### config.mk
export PLATFORM = sky130hd
export DESIGN_NAME = gray_counter_param
export DESIGN_NICKNAME = d
export VERILOG_FILES = /design/src/rtl/gray_pkg.sv /design/src/rtl/gray_to_bin.sv /design/src/rtl/gray_counter_param.sv
export SDC_FILE = /design/constraint.sdc
export NUM_CORES = 1
export LEC_CHECK = 0
export CORE_AREA = 2 2 39 41
export CTS_BUF_LIST = sky130_fd_sc_hd__clkbuf_4 sky130_fd_sc_hd__clkbuf_8
export CTS_CLUSTER_SIZE = 8
export DETAILED_ROUTE_END_ITERATION = 8
export DIE_AREA = 0 0 41 43
export PLACE_DENSITY_LB_ADDON = 0.2
export SLEW_MARGIN = 15
export SYNTH_ARGS = -nofsm -noshare
export SYNTH_HDL_FRONTEND = slang
export SYNTH_SLANG_ARGS = --single-unit
### constraint.sdc
create_clock -name Clk -period 2 [get_ports Clk]
set_input_delay 0.4 -clock Clk [delete_from_list [all_inputs] [get_ports Clk]]
set_output_delay 0.4 -clock Clk [all_outputs]
set_load 0.02 [all_outputs]
### src/rtl/gray_pkg.sv
`default_nettype none
// +----------------------------------------------------------------------+
// | Module      : gray_pkg                                               |
// | Description : Shared Gray-code helpers and counter mode constants.   |
// |               The functions work on 32-bit zero-extended values, so  |
// |               they are valid for any counter of up to 32 bits.       |
// | Revision    : 1.0 - initial release                                  |
// +----------------------------------------------------------------------+
package gray_pkg;

  // Widest value the helper functions handle.
  localparam int MAX_WIDTH = 32;

  // End-of-range behaviour selectors for the SATURATE parameter.
  localparam int MODE_WRAP = 0;
  localparam int MODE_SAT  = 1;

  // Binary to reflected Gray code. Zero extension does not change the low bits.
  function automatic logic [MAX_WIDTH-1:0] bin2gray(input logic [MAX_WIDTH-1:0] b);
    return b ^ (b >> 1);
  endfunction

  // Gray code to binary by prefix XOR from the MSB down. Zero upper bits
  // contribute nothing, so a narrower code decodes correctly.
  function automatic logic [MAX_WIDTH-1:0] gray2bin(input logic [MAX_WIDTH-1:0] g);
    logic [MAX_WIDTH-1:0] b;
    b[MAX_WIDTH-1] = g[MAX_WIDTH-1];
    for (int i = MAX_WIDTH - 2; i >= 0; i--) begin
      b[i] = b[i+1] ^ g[i];
    end
    return b;
  endfunction

endpackage : gray_pkg
`default_nettype wire

### src/rtl/gray_to_bin.sv
`default_nettype none
// +----------------------------------------------------------------------+
// | Module      : gray_to_bin                                            |
// | Description : Combinational Gray-to-binary decoder (prefix XOR from  |
// |               the MSB). Purely combinational, no clock or reset.     |
// | Revision    : 1.0 - initial release                                  |
// +----------------------------------------------------------------------+
module gray_to_bin #(
  parameter int WIDTH = 3
) (
  input  logic [WIDTH-1:0] gray,
  output logic [WIDTH-1:0] bin
);

  // The MSB passes straight through; each lower bit folds in everything above it.
  assign bin[WIDTH-1] = gray[WIDTH-1];

  generate
    for (genvar i = 0; i < WIDTH - 1; i++) begin : g_bit
      assign bin[i] = bin[i+1] ^ gray[i];
    end
  endgenerate

endmodule : gray_to_bin
`default_nettype wire

### src/rtl/gray_counter_param.sv
`default_nettype none
// +----------------------------------------------------------------------+
// | Module      : gray_counter_param                                     |
// | Description : Parametrised up/down counter with Gray-coded output,   |
// |               Gray-coded parallel load, wrap or saturate at the ends,|
// |               sticky overflow/underflow flags and a terminal-count   |
// |               strobe for cascading. WIDTH must be at least 2.        |
// | Revision    : 1.0 - initial release                                  |
// +----------------------------------------------------------------------+
module gray_counter_param
  import gray_pkg::*;
#(
  parameter int WIDTH    = 3,
  parameter int SATURATE = MODE_WRAP
) (
  input  logic             Clk,
  input  logic             Reset,
  input  logic             En,
  input  logic             Dir,
  input  logic             Load,
  input  logic [WIDTH-1:0] LoadGray,
  input  logic             ClrFlags,
  output logic [WIDTH-1:0] Output,
  output logic [WIDTH-1:0] Binary,
  output logic             Overflow,
  output logic             Underflow,
  output logic             Terminal
);

  localparam logic [WIDTH-1:0] c_max  = {WIDTH{1'b1}};
  localparam logic [WIDTH-1:0] c_zero = {WIDTH{1'b0}};
  localparam logic [WIDTH-1:0] c_one  = {{(WIDTH-1){1'b0}}, 1'b1};
  localparam bit               c_sat  = (SATURATE == MODE_SAT);

  logic [WIDTH-1:0] r_cnt;
  logic             r_overflow;
  logic             r_underflow;

  logic [WIDTH-1:0] w_load_bin;
  logic             w_at_max;
  logic             w_at_zero;
  logic             w_up_step;
  logic             w_dn_step;
  logic             w_ovf_set;
  logic             w_unf_set;

  // Decode the Gray load value; the same decoder is reused by pointer synchronisers.
  gray_to_bin #(
    .WIDTH (WIDTH)
  ) u_load_dec (
    .gray (LoadGray),
    .bin  (w_load_bin)
  );

  // Step qualification: Load always masks a count step.
  assign w_at_max  = (r_cnt == c_max);
  assign w_at_zero = (r_cnt == c_zero);
  assign w_up_step = ~Load & En &  Dir;
  assign w_dn_step = ~Load & En & ~Dir;
  assign w_ovf_set = w_up_step & w_at_max;
  assign w_unf_set = w_dn_step & w_at_zero;

  // Count register: Reset > Load > En; ends either wrap or hold depending on mode.
  always_ff @(posedge Clk) begin
    if (Reset) begin
      r_cnt <= c_zero;
    end else if (Load) begin
      r_cnt <= w_load_bin;
    end else if (w_up_step) begin
      if (!w_at_max) begin
        r_cnt <= r_cnt + c_one;
      end else if (!c_sat) begin
        r_cnt <= c_zero;
      end
    end else if (w_dn_step) begin
      if (!w_at_zero) begin
        r_cnt <= r_cnt - c_one;
      end else if (!c_sat) begin
        r_cnt <= c_max;
      end
    end
  end

  // Sticky flags: a set in the same cycle as ClrFlags takes precedence.
  always_ff @(posedge Clk) begin
    if (Reset) begin
      r_overflow  <= 1'b0;
      r_underflow <= 1'b0;
    end else begin
      if (w_ovf_set) begin
        r_overflow <= 1'b1;
      end else if (ClrFlags) begin
        r_overflow <= 1'b0;
      end
      if (w_unf_set) begin
        r_underflow <= 1'b1;
      end else if (ClrFlags) begin
        r_underflow <= 1'b0;
      end
    end
  end

  // Outputs: Gray code follows the count with no extra register stage.
  assign Binary    = r_cnt;
  assign Output    = r_cnt ^ (r_cnt >> 1);
  assign Overflow  = r_overflow;
  assign Underflow = r_underflow;

  // Pre-wrap strobe for cascading: high while the next step would cross an end.
  assign Terminal  = En & ~Load & (Dir ? w_at_max : w_at_zero);

endmodule : gray_counter_param
`default_nettype wire

==> flow_summary.ini, run 1 <==
[place]
portBuffers = 17
placed_cells = 85
hpwl_um = 768
place_congestion = 0.695

[global_routing]
first_global_vias = 384
grt_pass1_wl_um = 1600
grt_max_degree = 9
grt_use_total_pct = 13.6
grt_overflow = 0
antenna_found_initial = 0

[setup_path]
worstPathArrival_ns = 1.55
startpoint_type = primary input
critical_path_required_ns = 1.60
r2r-start = Binary[0]
cpMaxStageDelayCell = clkdlybuf4s50_1
r2r-end = Binary[0]
path_cells = clkdlybuf4s50_1 > nand2b_4 > or3_4 > nand2_1 > buf_4
startpoint = Load
setup.worst_path.end = Terminal
cpPeakStageDelay_ns = 0.43
path_class = primary input to output port
rr_worst_depth = 5
critPathMaxFanout = 2
rrSetupSlack_ns = 0.47
end_kind = output port

[timing]
fin_crit_ns = 1.95
maxSlewViolCount = 0
finalHoldViolations = 0
fin_skew_ns = 0.00437
rsz0062_at_grt = false
tightest_slew_ns = 0.302
fmax_mhz = 513
final.period_utilization_pct = 97.4
setup_violations = 0
slew_headroom_pct = 79.4

[logic_synthesis]
synth_commonest_cells = dfxtp_1 (5), nand2b_1 (5), ha_1 (4)
syn_avg_cell_area_sq_um = 8.70
seq_area_frac_synth_pct = 26.1
postSynthRegisterBits = 5
syn_inst = 44
synth_area_leaders = dfxtp_1 (26%), ha_1 (13%), nand2b_1 (8.2%)
synth_top_area_share_pct = 26.1
synthFlopType = dfxtp_1
netlist_area_sq_um = 383
async_flop_share_pct = 0
synth-edff-count = 0
ys_types = 23
synth_largest_area_cell = dfxtp_1
syn_nets = 57
yosys_warnings = 0

[die]
pin_count = 18
die_x_um = 41
dieArea_sq_um = 1760
rows = 14
core_area_sq_um = 1380
die_h_um = 43
initial_core_util_pct = 27.7

[route]
totalWireLength_um = 964
vias_per_cell = 4.72
via_count = 420
ant_nets = 0
drtPass1Iterations = 4
first_iter_violations = 14
drc = 0
avgRoutedWirePerCell_um = 10.8

[cells_and_area]
nNetsFinal = 87
instances_no_fill = 89
synthToLayoutAreaGrowth_pct = 76.5
num_antenna_cells = 0
drive_above_1_share_pct = 26.0

[cts]
cts_hold_buf = 0
cts_sinks = 5
htreeDepth = 1
path_clk_slew_ns = 0.04
cts_buffer_depth = 2
clk_latency_ns = 0.24
numCtsBuffers = 3
cts_tree = yes
cts_root_buffer = clkbuf_4

[flow_run]
cap_violations = 0

[power_and_ir_drop]
power-per-cell-area_nw_per_um2 = 564
p_total_mw = 0.381
leakage_nw = 0.315
ir_drop_uv = 268

[run_status]
status = finished, final reports clean

[worst_hold_path]
hold_path_class = flip-flop to flip-flop
cell type report:
cell class	count	area [sq um]
clock buffers	4	30.0
flip-flops and latches	5	100
fillers	145	708
well taps	16	20.0
inverters	3	11.3
repair buffers	27	246
multi-input cells	34	268
worst min path at each step:
stage | slack, ns | end | cells after the start | startpoint
finish | 0.48 | Overflow | 2 | Overflow
global route | 0.50 | Overflow | 2 | Overflow
CTS | 0.48 | Underflow | 2 | Underflow
detailed placement | 0.48 | Underflow | 2 | Underflow
global placement | 0.47 | Overflow | 2 | Overflow
floorplan | 0.47 | Overflow | 1 | Reset
metal layers:
layer,global-route usage (%),part of all wire (%),up-vias
met5,0,0,-
met4,10.0,0.62,0
met3,1.57,6.6,2
met2,16.9,47,18
met1,20.3,46,184
li1,-,-,216
stage by stage:
step           utilization, %  setup TNS, ns  hold WS (ns)  worst slack (ns)  instance area, sq um
2_1_floorplan               -              0         0.469             0.402                   383
3_3_place_gp             45.5         -0.420         0.470            -0.420                   629
3_5_place_dp             45.5         -0.428         0.475            -0.428                   629
4_1_cts                  47.2              0         0.482            0.0137                   653
5_1_grt                  48.8              0         0.502           0.00719                   676
6_report                 48.8              0         0.483            0.0520                   676
critical path: cells and delay by family:
family                 cells  cell delay (ns)
buffers and inverters      2             0.56
AND/OR/NAND/NOR            3             0.58
logic make-up after synthesis:
family / after synthesis / share of synthesized area, %
DFF: 5 / 26.1
xor gates and xnor gates: 2 / 4.58
buffers and inverters: 5 / 7.84
AOI/OAI and AO/OA: 11 / 20.6
and+or+nand+nor: 17 / 27.8
adders and majority gates: 4 / 13.1
cell usage in the layout (no fill, tap or decap), types with 2 or more instances in the layout:
| cell type | n |
|---|---|
| clkdlybuf4s50_1 | 13 |
| buf_4 | 11 |
| dfxtp_1 | 5 |
| nand2b_1 | 4 |
| clkbuf_4 | 4 |
| nand2_1 | 3 |
| inv_1 | 3 |
| a21oi_1 | 3 |
| ha_1 | 3 |
| nand4b_1 | 2 |
| xor2_1 | 2 |
| a31oi_1 | 2 |
| dlymetal6s2s_1 | 2 |
sequential cells by signal, indices dropped and copies added (netlist names):
name and count:
Binary 3, Underflow 1, Overflow 1
power by group:
group / internal [mW] / total, mW / switching, mW
clock network: 0.0888 / 0.128 / 0.0392
logic: 0.0770 / 0.140 / 0.0632
registers: 0.106 / 0.113 / 0.00633
what timing repair did:
action                                 4_1_cts  5_1_grt
setup buffers                                0        0
endpoints found under the hold margin        0        0
setup endpoints to repair                    2        2
resized for setup                            5        6
cloned                                       0        0
(Power assumes the default switching activity.)
==> run 2: changes to the inputs <==
- ABC_CLOCK_PERIOD_IN_PS: default -> 2000
==> results of run 2 <==
Same layout as run 1: the final DEF is identical, and so are final timing and power.
